--- src/rtl/seq_div_pkg.sv ---
// seq_div_pkg: shared definitions for the sequential restoring divider.
//   - default dividend/quotient and divisor/remainder widths
//   - FSM state type and encoding
//   - counter width helper ($clog2 of the dividend width)
package seq_div_pkg;

  localparam int unsigned NW_DEFAULT = 16;
  localparam int unsigned DW_DEFAULT = 8;

  typedef enum logic [1:0] {
    StIdle = 2'd0,
    StBusy = 2'd1,
    StDone = 2'd2
  } state_e;

  // Iteration counter width; kept at least 1 bit so a 1-bit dividend still builds.
  function automatic int unsigned cnt_width(input int unsigned n);
    return (n > 1) ? $clog2(n) : 1;
  endfunction

endpackage

--- src/rtl/div_step.sv ---
// div_step: one combinational restoring-division step.
// Ports:
//   rem      - current partial remainder (D_W bits, always < divisor)
//   msb      - next dividend bit shifted into the remainder
//   divisor  - divisor (D_W bits)
//   rem_next - partial remainder after the step
//   q_bit    - quotient bit produced by the step
module div_step #(
  parameter int unsigned D_W = 8
) (
  input  logic [D_W-1:0] rem,
  input  logic           msb,
  input  logic [D_W-1:0] divisor,
  output logic [D_W-1:0] rem_next,
  output logic           q_bit
);

  logic [D_W:0] shifted;

  always_comb begin
    shifted  = {rem, msb};
    q_bit    = (shifted >= {1'b0, divisor});
    // When the subtraction is taken the true difference is < divisor, so the
    // low D_W bits of a D_W-wide subtract are exact.
    rem_next = q_bit ? (shifted[D_W-1:0] - divisor) : shifted[D_W-1:0];
  end

endmodule

--- src/rtl/seq_div.sv ---
// seq_div: sequential unsigned restoring divider, one quotient bit per cycle.
// Optional feature: define SEQ_DIV_DIVZERO_EN to add the DivZero port and a
// fast path that finishes a divide-by-zero right at acceptance.
// Ports:
//   Clk      - clock, rising edge
//   Rst      - asynchronous active-high reset
//   Start    - begin a division (only looked at in IDLE)
//   Dividend - N_W-bit unsigned dividend, captured on the accepting edge
//   Divisor  - D_W-bit unsigned divisor, captured on the accepting edge
//   Q        - quotient register, updated only on completion
//   R        - remainder register, updated only on completion
//   Stop     - one-cycle completion pulse (high while in DONE)
//   DivZero  - divide-by-zero flag (SEQ_DIV_DIVZERO_EN only)
module seq_div
  import seq_div_pkg::*;
#(
  parameter int unsigned N_W = NW_DEFAULT,
  parameter int unsigned D_W = DW_DEFAULT
) (
  input  logic           Clk,
  input  logic           Rst,
  input  logic           Start,
  input  logic [N_W-1:0] Dividend,
  input  logic [D_W-1:0] Divisor,
  output logic [N_W-1:0] Q,
  output logic [D_W-1:0] R,
  output logic           Stop
`ifdef SEQ_DIV_DIVZERO_EN
  ,
  output logic           DivZero
`endif
);

  localparam int unsigned CNT_W = cnt_width(N_W);

  state_e           state_q, state_d;
  logic [CNT_W-1:0] cnt_q, cnt_d;
  // Shift register: remaining dividend bits leave at the top while quotient
  // bits enter at the bottom, so after N_W steps it holds the quotient.
  logic [N_W-1:0]   dvd_q, dvd_d;
  logic [D_W-1:0]   dsr_q, dsr_d;
  logic [D_W-1:0]   rem_q, rem_d;
  logic [N_W-1:0]   q_q, q_d;
  logic [D_W-1:0]   r_q, r_d;
`ifdef SEQ_DIV_DIVZERO_EN
  logic             dz_q, dz_d;
`endif

  logic [D_W-1:0]   step_rem;
  logic             step_q;

  div_step #(
    .D_W(D_W)
  ) u_step (
    .rem     (rem_q),
    .msb     (dvd_q[N_W-1]),
    .divisor (dsr_q),
    .rem_next(step_rem),
    .q_bit   (step_q)
  );

  always_comb begin
    state_d = state_q;
    cnt_d   = cnt_q;
    dvd_d   = dvd_q;
    dsr_d   = dsr_q;
    rem_d   = rem_q;
    q_d     = q_q;
    r_d     = r_q;
`ifdef SEQ_DIV_DIVZERO_EN
    dz_d    = dz_q;
`endif
    unique case (state_q)
      StIdle: begin
        if (Start) begin
          dvd_d   = Dividend;
          dsr_d   = Divisor;
          rem_d   = '0;
          cnt_d   = CNT_W'(N_W - 1);
          state_d = StBusy;
`ifdef SEQ_DIV_DIVZERO_EN
          if (Divisor == '0) begin
            q_d     = '1;
            r_d     = Dividend[D_W-1:0];
            dz_d    = 1'b1;
            cnt_d   = '0;
            state_d = StDone;
          end
`endif
        end
      end
      StBusy: begin
        dvd_d = {dvd_q[N_W-2:0], step_q};
        rem_d = step_rem;
        cnt_d = cnt_q - 1'b1;
        if (cnt_q == '0) begin
          // Publish the final step directly so Q/R are valid alongside Stop.
          q_d     = {dvd_q[N_W-2:0], step_q};
          r_d     = step_rem;
          cnt_d   = '0;
          state_d = StDone;
`ifdef SEQ_DIV_DIVZERO_EN
          dz_d    = 1'b0;
`endif
        end
      end
      StDone: begin
        state_d = StIdle;
      end
      default: begin
        state_d = StIdle;
      end
    endcase
  end

  always_ff @(posedge Clk or posedge Rst) begin
    if (Rst) begin
      state_q <= StIdle;
      cnt_q   <= '0;
      dvd_q   <= '0;
      dsr_q   <= '0;
      rem_q   <= '0;
      q_q     <= '0;
      r_q     <= '0;
`ifdef SEQ_DIV_DIVZERO_EN
      dz_q    <= 1'b0;
`endif
    end else begin
      state_q <= state_d;
      cnt_q   <= cnt_d;
      dvd_q   <= dvd_d;
      dsr_q   <= dsr_d;
      rem_q   <= rem_d;
      q_q     <= q_d;
      r_q     <= r_d;
`ifdef SEQ_DIV_DIVZERO_EN
      dz_q    <= dz_d;
`endif
    end
  end

  assign Q    = q_q;
  assign R    = r_q;
  assign Stop = (state_q == StDone);
`ifdef SEQ_DIV_DIVZERO_EN
  assign DivZero = dz_q;
`endif

endmodule

--- config.mk ---
export PLATFORM = sky130hd
export DESIGN_NAME = seq_div
export DESIGN_NICKNAME = d
export VERILOG_FILES = /design/src/rtl/seq_div_pkg.sv /design/src/rtl/div_step.sv /design/src/rtl/seq_div.sv
export SDC_FILE = /design/constraint.sdc
export NUM_CORES = 1
export LEC_CHECK = 0
export ABC_AREA = 1
export CAP_MARGIN = 10
export CORE_MARGIN = 3
export CORE_UTILIZATION = 53
export CTS_BUF_LIST = sky130_fd_sc_hd__clkbuf_16
export CTS_CLUSTER_SIZE = 12
export DETAILED_ROUTE_END_ITERATION = 10
export PLACE_DENSITY = 0.8
export RECOVER_POWER = 100
export REMOVE_ABC_BUFFERS = 1
export SLEW_MARGIN = 20
export SYNTH_ARGS = -nofsm -noshare
export SYNTH_HDL_FRONTEND = slang
export SYNTH_SLANG_ARGS = --single-unit
--- constraint.sdc ---
create_clock -name Clk -period 2.4 [get_ports Clk]
set_clock_uncertainty 0.05 [all_clocks]
set_input_delay 0.24 -clock Clk [delete_from_list [all_inputs] [get_ports Clk]]
set_output_delay 0.24 -clock Clk [all_outputs]
set_load 0.01 [all_outputs]
==> results.ini, run 1 <==
[outcome]
status=complete, no violations

[detailed_routing]
first_pass_iters=4
wirelength_um=7203
detail-route-antenna-nets=0
drt_iter0_markers=226
drc=0
vias_per_cell=5.325
routedWlPerCell_um=14.26
vias=2689

[place]
preCtsSetupSlack_ps=498.4
gp_congestion=0.9395
post-dp-hpwl_um=4897
portBuffers=51

[flow_run]
drv_cap=0

[clocking]
clk_latency_ps=320
cts_setup_buffers=0
numCtsBuffers=9
cts_htree_levels=3
clockBufferDepth=2
cts_tree=yes
cts_root_buf=clkbuf_16
cts.clk_slew.worst_paths_ps=50
ctsHoldBuffers=0
cts_sinks=62
ctsResizeCount=0

[timing]
fin_crit_ps=2075
slew_headroom_pct=19.05
maxSlewViolCount=0
fin_crit_sh_pct=86.47
worst_slack_ps=324.8
setup_viol=0
hold_viol_final=0
worst_pin_slew_ps=1213
max_freq_mhz=481.9
setup_tns_ps=0
rsz0062_at_grt=false
hold_slack_ps=427.8

[pwr]
p_int_mw=3.524
p_leak_nw=1.959
ir_drop_mv=0.8378
clockPowerShare_pct=18.3
power.density_nw_per_um2=1572
p_sw_mw=2.644
power_frac_comb_pct=51.8
p_seq_share_pct=30.0
swShare_pct=42.87

[critical_path]
crit_required_ps=2560
crit_start=rem_q[1]
worst_setup_path_start_kind=flip-flop
timing.critical_path.to=R[4]
cp_max_fo=10
rr_startpoint=rem_q[1]
crit_path_end_kind=flip-flop
cp.arrival_ps=2230
rr_worst_depth=8
rrSetupSlack_ps=320
criticalPathCategory=flip-flop to flip-flop
rr_endpoint=R[4]

[global_routing]
grt_pass1_vias=2686
antenna_found_initial=0
grt.total_usage_pct=22.05
grt_overflow_total=0
grt_max_degree=42
grt_pass1_wl_um=12370

[logic_synthesis]
synth.avg_cell_area_um2=8.358
ys_seq_area_share_pct=49.50
synthXorXnorAreaFrac_pct=0.8383
synthMuxAreaShare_pct=0.3593
synth_top_family_by_area=simple AND/OR/NAND/NOR gates
yosysUniqueCellTypes=31
yosysWarnings=0
postSynthCellCount=375
synthDominantCellAreaShare_pct=49.50
synth.area.top_cells=dfrtp_1 50%, nand2_1 12%, inv_1 6.0%
ys_ff_latch=62
synth_compound_gate_area_share_pct=14.61
synth-simple-area-share_pct=21.72
synthesis.area_um2=3134
yosysTopAreaCell=dfrtp_1
synth_adder_area_share_pct=3.832

[floorplan]
die_w_um=82.90
die_h_um=82.90
die_area_um2=6872
num_rows=27
io_pins=52
core_area_um2=5608
initial_core_util_pct=55.89

[final_layout]
syn_to_final_growth_pct=25.19
antenna_cells=0
nets=464
drive_gt1_share_pct=8.776
final_common_cell=nand2_1
layout_common_cells=98 x nand2_1, 62 x dfrtp_1, 51 x inv_1

[hold_path]
min_path_type=flip-flop to flip-flop

## metrics by stage
step / utilization, % / total power [mW] / area [µm²] / cells
after floorplan: - / 4.092 / 3053 / 361
after global placement: 65.82 / 5.022 / 3691 / 489
after detailed placement: 65.82 / 5.142 / 3691 / 489
after CTS: 70.42 / 6.312 / 3949 / 505
after global routing: 69.97 / 6.712 / 3924 / 505
final: 69.97 / 6.168 / 3924 / 505
## synth_stat cells (all sizes together)
cell type  number
nand4          12
ha              8
nand2          98
mux2            1
buf             9
inv            54
o22ai           1
nand3          22
o211ai          1
fa              1
or2             1
clkbuf          5
xor2            1
nor2           19
o21ai          49
xnor2           2
a21oi          27
dfrtp          62
nand3b          1
a211oi          1
## how the worst min path moves through the flow
| stage | from | end | slack (ps) | cells past startpoint |
|---|---|---|---|---|
| 2_1_floorplan | Dividend[11] | dvd_q[11] | 330 | 2 |
| 6_report | R[3] | R[3] | 430 | 2 |
| 5_1_grt | R[1] | R[1] | 450 | 2 |
| 3_5_place_dp | R[1] | R[1] | 420 | 2 |
| 3_3_place_gp | R[6] | R[6] | 410 | 2 |
| 4_1_cts | Rst | Q[15] | 320 | 2 |
## registers in the layout, indices dropped and copies added (netlist names)
name and count:
cnt_q 4, dsr_q 8, Q 16, dvd_q 16, state_q 2, rem_q 8
R 8
## cells by family after synthesis
family / after synthesis
AOI/OAI and AO/OA: 79
xor gates and xnor gates: 3
adders and majority gates: 9
buffers and inverters: 68
DFF: 62
muxes: 1
and+or+nand+nor: 153
## worst max-delay path, stage by stage (launching register included)
cell and delay, ps:
dfrtp_1 390, ha_1 390, nand2_1 120, nor2_1 140, nand3_1 300, nand4_4 300
nand2_1 100, nand3_1 100, nand2_1 70
## routing by layer
| metal | vias up | GRT usage (%) | routed length, µm |
|---|---|---|---|
| li1 | 1327 | - | - |
| met1 | 1273 | 28.14 | 3169 |
| met2 | 80 | 36.44 | 3572 |
| met3 | 9 | 4.762 | 376 |
| met4 | 0 | 8.915 | 85 |
| met5 | - | 0 | 0 |
## final cells by class
cell class              count  area, µm²
clock buffers               9      225.2
clock inverters             7      32.53
fillers                   429       1684
inverters                  54      205.2
multi-input cells         245       1284
flip-flops and latches     62       1551
well taps                  72      90.09
repair buffers             56      535.5
## power by group through the flow
stage	sequential, mW	clock, mW	combinational, mW
after floorplan	1.91	0	2.19
after global placement	1.84	0	3.18
after detailed placement	1.87	0	3.28
after CTS	1.86	1.13	3.32
after global routing	1.90	1.18	3.63
final	1.85	1.13	3.19
Note: power is estimated with default switching activity, not from simulation.
==> run 2: changes to the inputs <==
- ABC_AREA: 1 -> 0
==> run 2 against run 1 <==
Sequential power about the same. Maximum frequency is 8.1% lower. Combinational power is 23% lower. Global-route usage up 1.8 points. Non-clock buffer count rose by 7. Register-to-register slack lost 180 ps. Highest routed layer unchanged. Critical path depth stayed put. Total power decreased by 10%. Area after synthesis decreased by 4.5%. Cell count shrank 9.3%.
==> results.ini, run 2 <==
[timing]
setup_viol=0  ; unchanged
worst_pin_slew_ps=1474  ; +261.1 ps
max_freq_mhz=442.6  ; -8.1%
fin_crit_sh_pct=94.13  ; +7.7 points
rsz0062_at_grt=false
fin_crit_ps=2259  ; +183.9 ps
maxSlewViolCount=0  ; unchanged
hold_viol_final=0  ; unchanged
hold_slack_ps=399.8  ; -27.99 ps
slew_headroom_pct=1.734  ; -17 points

[place]
post-dp-hpwl_um=4546  ; -7.2%
portBuffers=51  ; unchanged
dp.cells=442  ; -9.6%
place_area_um2=3612  ; -2.1%
gp_congestion=0.8917  ; -5.1%

[detailed_routing]
vias=2481  ; -7.7%
first_pass_iters=4  ; unchanged
detail-route-antenna-nets=0  ; unchanged
vias_per_cell=5.417  ; +1.7%
drt_iter0_markers=156  ; -31%
wirelength_um=6826  ; -5.2%
drc=0  ; unchanged
routedWlPerCell_um=14.90  ; +4.5%

[critical_path]
cp_max_fo=12  ; +2
criticalPathCategory=flip-flop to flip-flop
crit_required_ps=2590  ; +30 ps
cp.arrival_ps=2440  ; +210 ps
crit_path_end_kind=flip-flop
worst_setup_path_start_kind=flip-flop

[logic_synthesis]
synth.area.top_cells=dfrtp_1 52%, nand2_1 9.9%, o21ai_0 7.2%
synth.avg_cell_area_um2=9.125  ; +9.2%
synth_flop_cell=dfrtp_1
synthMostInstantiatedCell=nand2_1
yosysTopAreaCell=dfrtp_1
yosysUniqueCellTypes=34  ; +9.7%
synth_edf_count=0  ; unchanged
synthArstFlopShare_pct=100.0  ; unchanged
ys_seq_area_share_pct=51.84  ; +2.3 points
postSynthCellCount=328  ; -13%
synth_common_cells=79 x nand2_1, 62 x dfrtp_1, 43 x o21ai_0
ys_ff_latch=62  ; unchanged
synthDominantCellAreaShare_pct=51.84  ; +2.3 points
yosysWarnings=0  ; unchanged
synthesis.area_um2=2993  ; -4.5%

[pwr]
power_frac_comb_pct=44.2  ; -7.6 points
p_leak_nw=1.833  ; -6.4%
clockPowerShare_pct=21.8  ; +3.5 points
p_sw_mw=2.094  ; -21%
ir_drop_mv=0.8428  ; +0.60%
p_int_mw=3.443  ; -2.3%
power.density_nw_per_um2=1431  ; -9.0%
p_seq_share_pct=34.0  ; +4.0 points
swShare_pct=37.82  ; -5.0 points

[outcome]
status=complete, no violations

[clocking]
numCtsBuffers=9  ; unchanged
cts_sinks=62  ; unchanged
clk_latency_ps=320  ; about the same
cts_root_buf=clkbuf_16
ctsResizeCount=0  ; unchanged
cts.clk_slew.worst_paths_ps=50  ; about the same
cts_htree_levels=3  ; unchanged
clockBufferDepth=2  ; unchanged
cts_setup_buffers=0  ; unchanged
cts_tree=yes
ctsHoldBuffers=0  ; unchanged

[final_layout]
syn_to_final_growth_pct=29.31
nets=419  ; -9.7%
final_cells=458  ; -9.3%
fin_area_um2=3870  ; -1.4%
final_common_cell=nand2_1
drive_gt1_share_pct=6.959  ; -1.8 points
nFillCells=420  ; -2.1%
seq_area_um2=1551  ; unchanged
multi_input_area_um2=1315  ; +2.4%
layout_common_cells=79 x nand2_1, 62 x dfrtp_1, 43 x o21ai_0
antenna_cells=0  ; unchanged

[floorplan]
die_w_um=81.15  ; -2.1%
io_pins=52  ; unchanged
core_area_um2=5270  ; -6.0%
die_h_um=81.15  ; -2.1%
die_area_um2=6585  ; -4.2%
num_rows=26  ; -3.7%
initial_core_util_pct=56.79  ; +0.90 points

[hold_path]
min_path_type=primary input to flip-flop

[global_routing]
grt_max_degree=63  ; +50%
grt.total_usage_pct=23.83  ; +1.8 points
grt_pass1_wl_um=11780  ; -4.8%
grt_pass1_vias=2499  ; -7.0%
grt_overflow_total=0  ; unchanged
antenna_found_initial=0  ; unchanged

[flow_run]
drv_cap=0  ; unchanged

[run 2: cell types whose count changed in the layout (fill, tap and decap cells not counted), moves of 5 or more]
cell,previous run,this run
a21oi_1,14,22
a21oi_2,12,0
a22oi_1,0,15
buf_4,1,6
inv_1,51,15
mux2i_1,0,6
nand2_1,98,79
nand3_1,22,0
nand4_1,11,0
nor2_1,17,11
nor2b_1,0,19
o21ai_0,37,43
o21ai_1,12,2
[run 2: power by group through the flow]
stage	Combinational [mW]	Clock, mW	Sequential (mW)
2_1_floorplan	1.60	0	1.89
3_3_place_gp	2.39	0	1.85
3_5_place_dp	2.47	0	1.88
4_1_cts	2.52	1.23	1.88
5_1_grt	2.76	1.27	1.94
6_report	2.45	1.21	1.88
[run 2: layout make-up]
type | instances | area share [%]
clock buffer | 9 | 5.820
clock inverter | 7 | 1.487
inverter | 14 | 1.358
multi-input combinational | 233 | 33.98
sequential | 62 | 40.09
tap | 70 | 2.263
timing repair buffer | 63 | 15.00
[run 2: logic make-up after synthesis]
group	synth area share, %
simple gates	17.10
compound gates	18.60
flops	51.84
buf+inv	4.473
fa+ha+maj	4.014
mux	2.508
xor+xnor	1.463
[run 2: worst max-delay path, stage by stage, from the launching register on]
cell     delay (ps)
dfrtp_1         340
inv_1            70
ha_1            380
nor2_2          140
a21oi_1          80
a311o_1         340
a31o_4          310
mux2_4          330
o21ai_1         140
[run 2: final timing paths]
path	start	end	slack [ps]	cells past startpoint
min	Divisor[0]	dsr_q[0]	400	3
min reg2reg	Q[1]	Q[1]	420	2
max reg2reg	dsr_q[2]	rem_q[0]	140	8
min in group asynchronous	Rst	Q[7]	800	3
max	dsr_q[2]	rem_q[0]	140	8
max in group asynchronous	Rst	Q[8]	590	3
[run 2: metal layers]
layer  vias to the layer above  track usage (%)  share of wire (%)
li1                       1222                -                  -
met1                      1194            31.95                 45
met2                        53            37.60                 49
met3                        12            4.102                3.2
met4                         0            11.49                2.2
met5                         -                0                  0
[run 2: metrics by stage]
step,power [mW],worst slack (ps),setup TNS [ps],utilization [%]
2_1_floorplan,3.497,-358.1,-4164,-
3_3_place_gp,4.240,250.7,0,68.54
3_5_place_dp,4.356,172.9,0,68.54
4_1_cts,5.629,104.5,0,73.91
5_1_grt,5.983,14.99,0,73.43
6_report,5.538,140.8,0,73.43
==> run 3: changes to the inputs <==
- CORE_MARGIN: 3 -> 5
==> run 3 against run 2 <==
Cell count is 0.66% higher. Clock-buffer cell count stayed put. Worst hold slack worse by 0.82 ps. Core utilization is 1.9 points lower. Die area is 10% higher. Combinational power hardly changed. Clock power is 23% higher.
==> results.ini, run 3 (same netlist as run 2, synthesis figures left out) <==
[outcome]
status=complete, no violations

[detailed_routing]
first_pass_iters=4  ; unchanged
routedWlPerCell_um=15.51  ; +4.1%
detail-route-antenna-nets=0  ; unchanged
vias=2516  ; +1.4%
dr_wl_met2_um=3595  ; +6.7%
top_layer_used=met4
drt_iter0_markers=98  ; -37%
wirelength_um=7149  ; +4.7%
vias_per_cell=5.458  ; +0.75%
drc=0  ; unchanged
wl_met1_um=3066  ; -0.84%
dr_wl_met3_um=358  ; +65%

[timing]
fin_crit_ps=2254  ; -5.317 ps
setup_viol=0  ; unchanged
maxSlewViolCount=0  ; unchanged
slew_headroom_pct=11.32  ; +9.6 points
hold_viol_final=0  ; unchanged
rsz0062_at_grt=false
worst_slack_ps=146.1  ; +5.317 ps
max_freq_mhz=443.7  ; +0.24%
fin_crit_sh_pct=93.91  ; -0.22 points
worst_pin_slew_ps=1330  ; -143.8 ps

[hold_path]
min_path_type=primary input to flip-flop
whs_path_depth=3  ; unchanged
min-delay-start=Divisor[0]

[clocking]
clk_latency_ps=330  ; about the same
cts_root_buf=clkbuf_16
cts_sinks=62  ; unchanged
cts.clk_slew.worst_paths_ps=50  ; about the same
cts_tree=yes
numCtsBuffers=9  ; unchanged
clockBufferDepth=2  ; unchanged
cts_htree_levels=3  ; unchanged

[floorplan]
num_rows=27  ; +3.8%
core_area_um2=5507  ; +4.5%
die_h_um=85.15  ; +4.9%
io_pins=52  ; unchanged
die_w_um=85.15  ; +4.9%
die_area_um2=7250  ; +10%
initial_core_util_pct=54.35  ; -2.4 points

[final_layout]
syn_to_final_growth_pct=31.52
nets=420  ; +0.24%
antenna_cells=0  ; unchanged
drive_gt1_share_pct=6.941  ; -0.018 points
final_common_cell=nand2_1
final_cells=461  ; +0.66%
nFillCells=422  ; +0.48%
fin_area_um2=3936  ; +1.7%
layout_common_cells=79 x nand2_1, 62 x dfrtp_1, 43 x o21ai_0
final_util_pct=71.48  ; -1.9 points

[critical_path]
crit_start=rem_q[1]
rr_endpoint=rem_q[0]
crit_path_end_kind=flip-flop
cp.arrival_ps=2450  ; about the same
criticalPathCategory=flip-flop to flip-flop
timing.critical_path.to=rem_q[0]
rr_worst_depth=7  ; -1
crit_required_ps=2600  ; about the same
cp_max_fo=12  ; unchanged
worst_setup_path_start_kind=flip-flop
rrSetupSlack_ps=150  ; about the same
rr_startpoint=rem_q[1]

[pwr]
ir_drop_mv=0.7215  ; -14%
power.density_nw_per_um2=1479  ; +3.4%
p_leak_nw=1.840  ; +0.36%

[place]
post-dp-hpwl_um=4752  ; +4.5%
portBuffers=51  ; unchanged
place_area_um2=3610  ; about the same
preCtsSetupSlack_ps=49.87  ; -123.0 ps
dp.cells=445  ; +0.68%
gp_congestion=0.8637  ; -3.1%

[global_routing]
grt_max_degree=38  ; -40%
grt_pass1_wl_um=12390  ; +5.2%
grt_overflow_total=0  ; unchanged
grt_pass1_vias=2533  ; +1.4%
grt.total_usage_pct=21.74  ; -2.1 points
antenna_found_initial=0  ; unchanged

[flow_run]
drv_cap=0  ; unchanged

## run 3: cell types whose count changed in the layout (fill, tap and decap cells not counted), sizes merged
cell      previous run  this run
clkinvlp             0         2
clkbuf              15        16
inv                 15        14
bufinv               1         3
clkinv               5         2
## run 3: power breakdown
group | switching (mW) | internal (mW)
registers | 0.348 | 1.52
logic | 1.34 | 1.12
clock network | 0.478 | 1.02
total | 2.16 | 3.66
## run 3: what timing repair did
action | in CTS | in global routing
hold buffers | 0 | 0
endpoints found under the hold margin | 0 | 0
endpoints found under the setup margin | 0 | 2
gates resized for setup | 0 | 2
buffers inserted | 0 | 0
## run 3: layer usage
| layer | global-route usage [%] | up-vias |
|---|---|---|
| li1 | - | 1217 |
| met1 | 28.80 | 1217 |
| met2 | 34.75 | 71 |
| met3 | 3.981 | 11 |
| met4 | 9.784 | 0 |
| met5 | 0 | - |
## run 3: worst min-delay path by stage
stage,end,slack [ps]
after floorplan,dsr_q[0],300
final,dsr_q[0],400
after detailed placement,Q[11],410
after global placement,Q[2],410
after global routing,dsr_q[0],440
after CTS,Q[3],260
## run 3: worst max-delay path: stages (launching register included)
cell,delay (ps)
dfrtp_1,390
ha_1,340
nor2_1,160
a21oi_1,90
a311o_1,340
a31o_4,310
mux2_1,360
o21ai_1,120
## run 3: through the flow
step | hold slack, ps | TNS, ps | total power [mW]
floorplan | 295.4 | -4164 | 3.497
global placement | 406.6 | 0 | 4.240
CTS | 261.4 | 0 | 5.929
global route | 436.5 | 0 | 6.256
finish | 398.9 | 0 | 5.823
detailed placement | 410.7 | 0 | 4.388
## run 3: layout make-up
| type | count | area, µm² | share of cell area (%) |
|---|---|---|---|
| well taps | 72 | 90.09 | 2.289 |
| inverters | 14 | 52.55 | 1.335 |
| clock inverters | 7 | 122.6 | 3.115 |
| clock buffers | 9 | 225.2 | 5.722 |
| repair buffers | 64 | 583.1 | 14.81 |
| flip-flops and latches | 62 | 1551 | 39.42 |
| multi-input cells | 233 | 1311 | 33.31 |
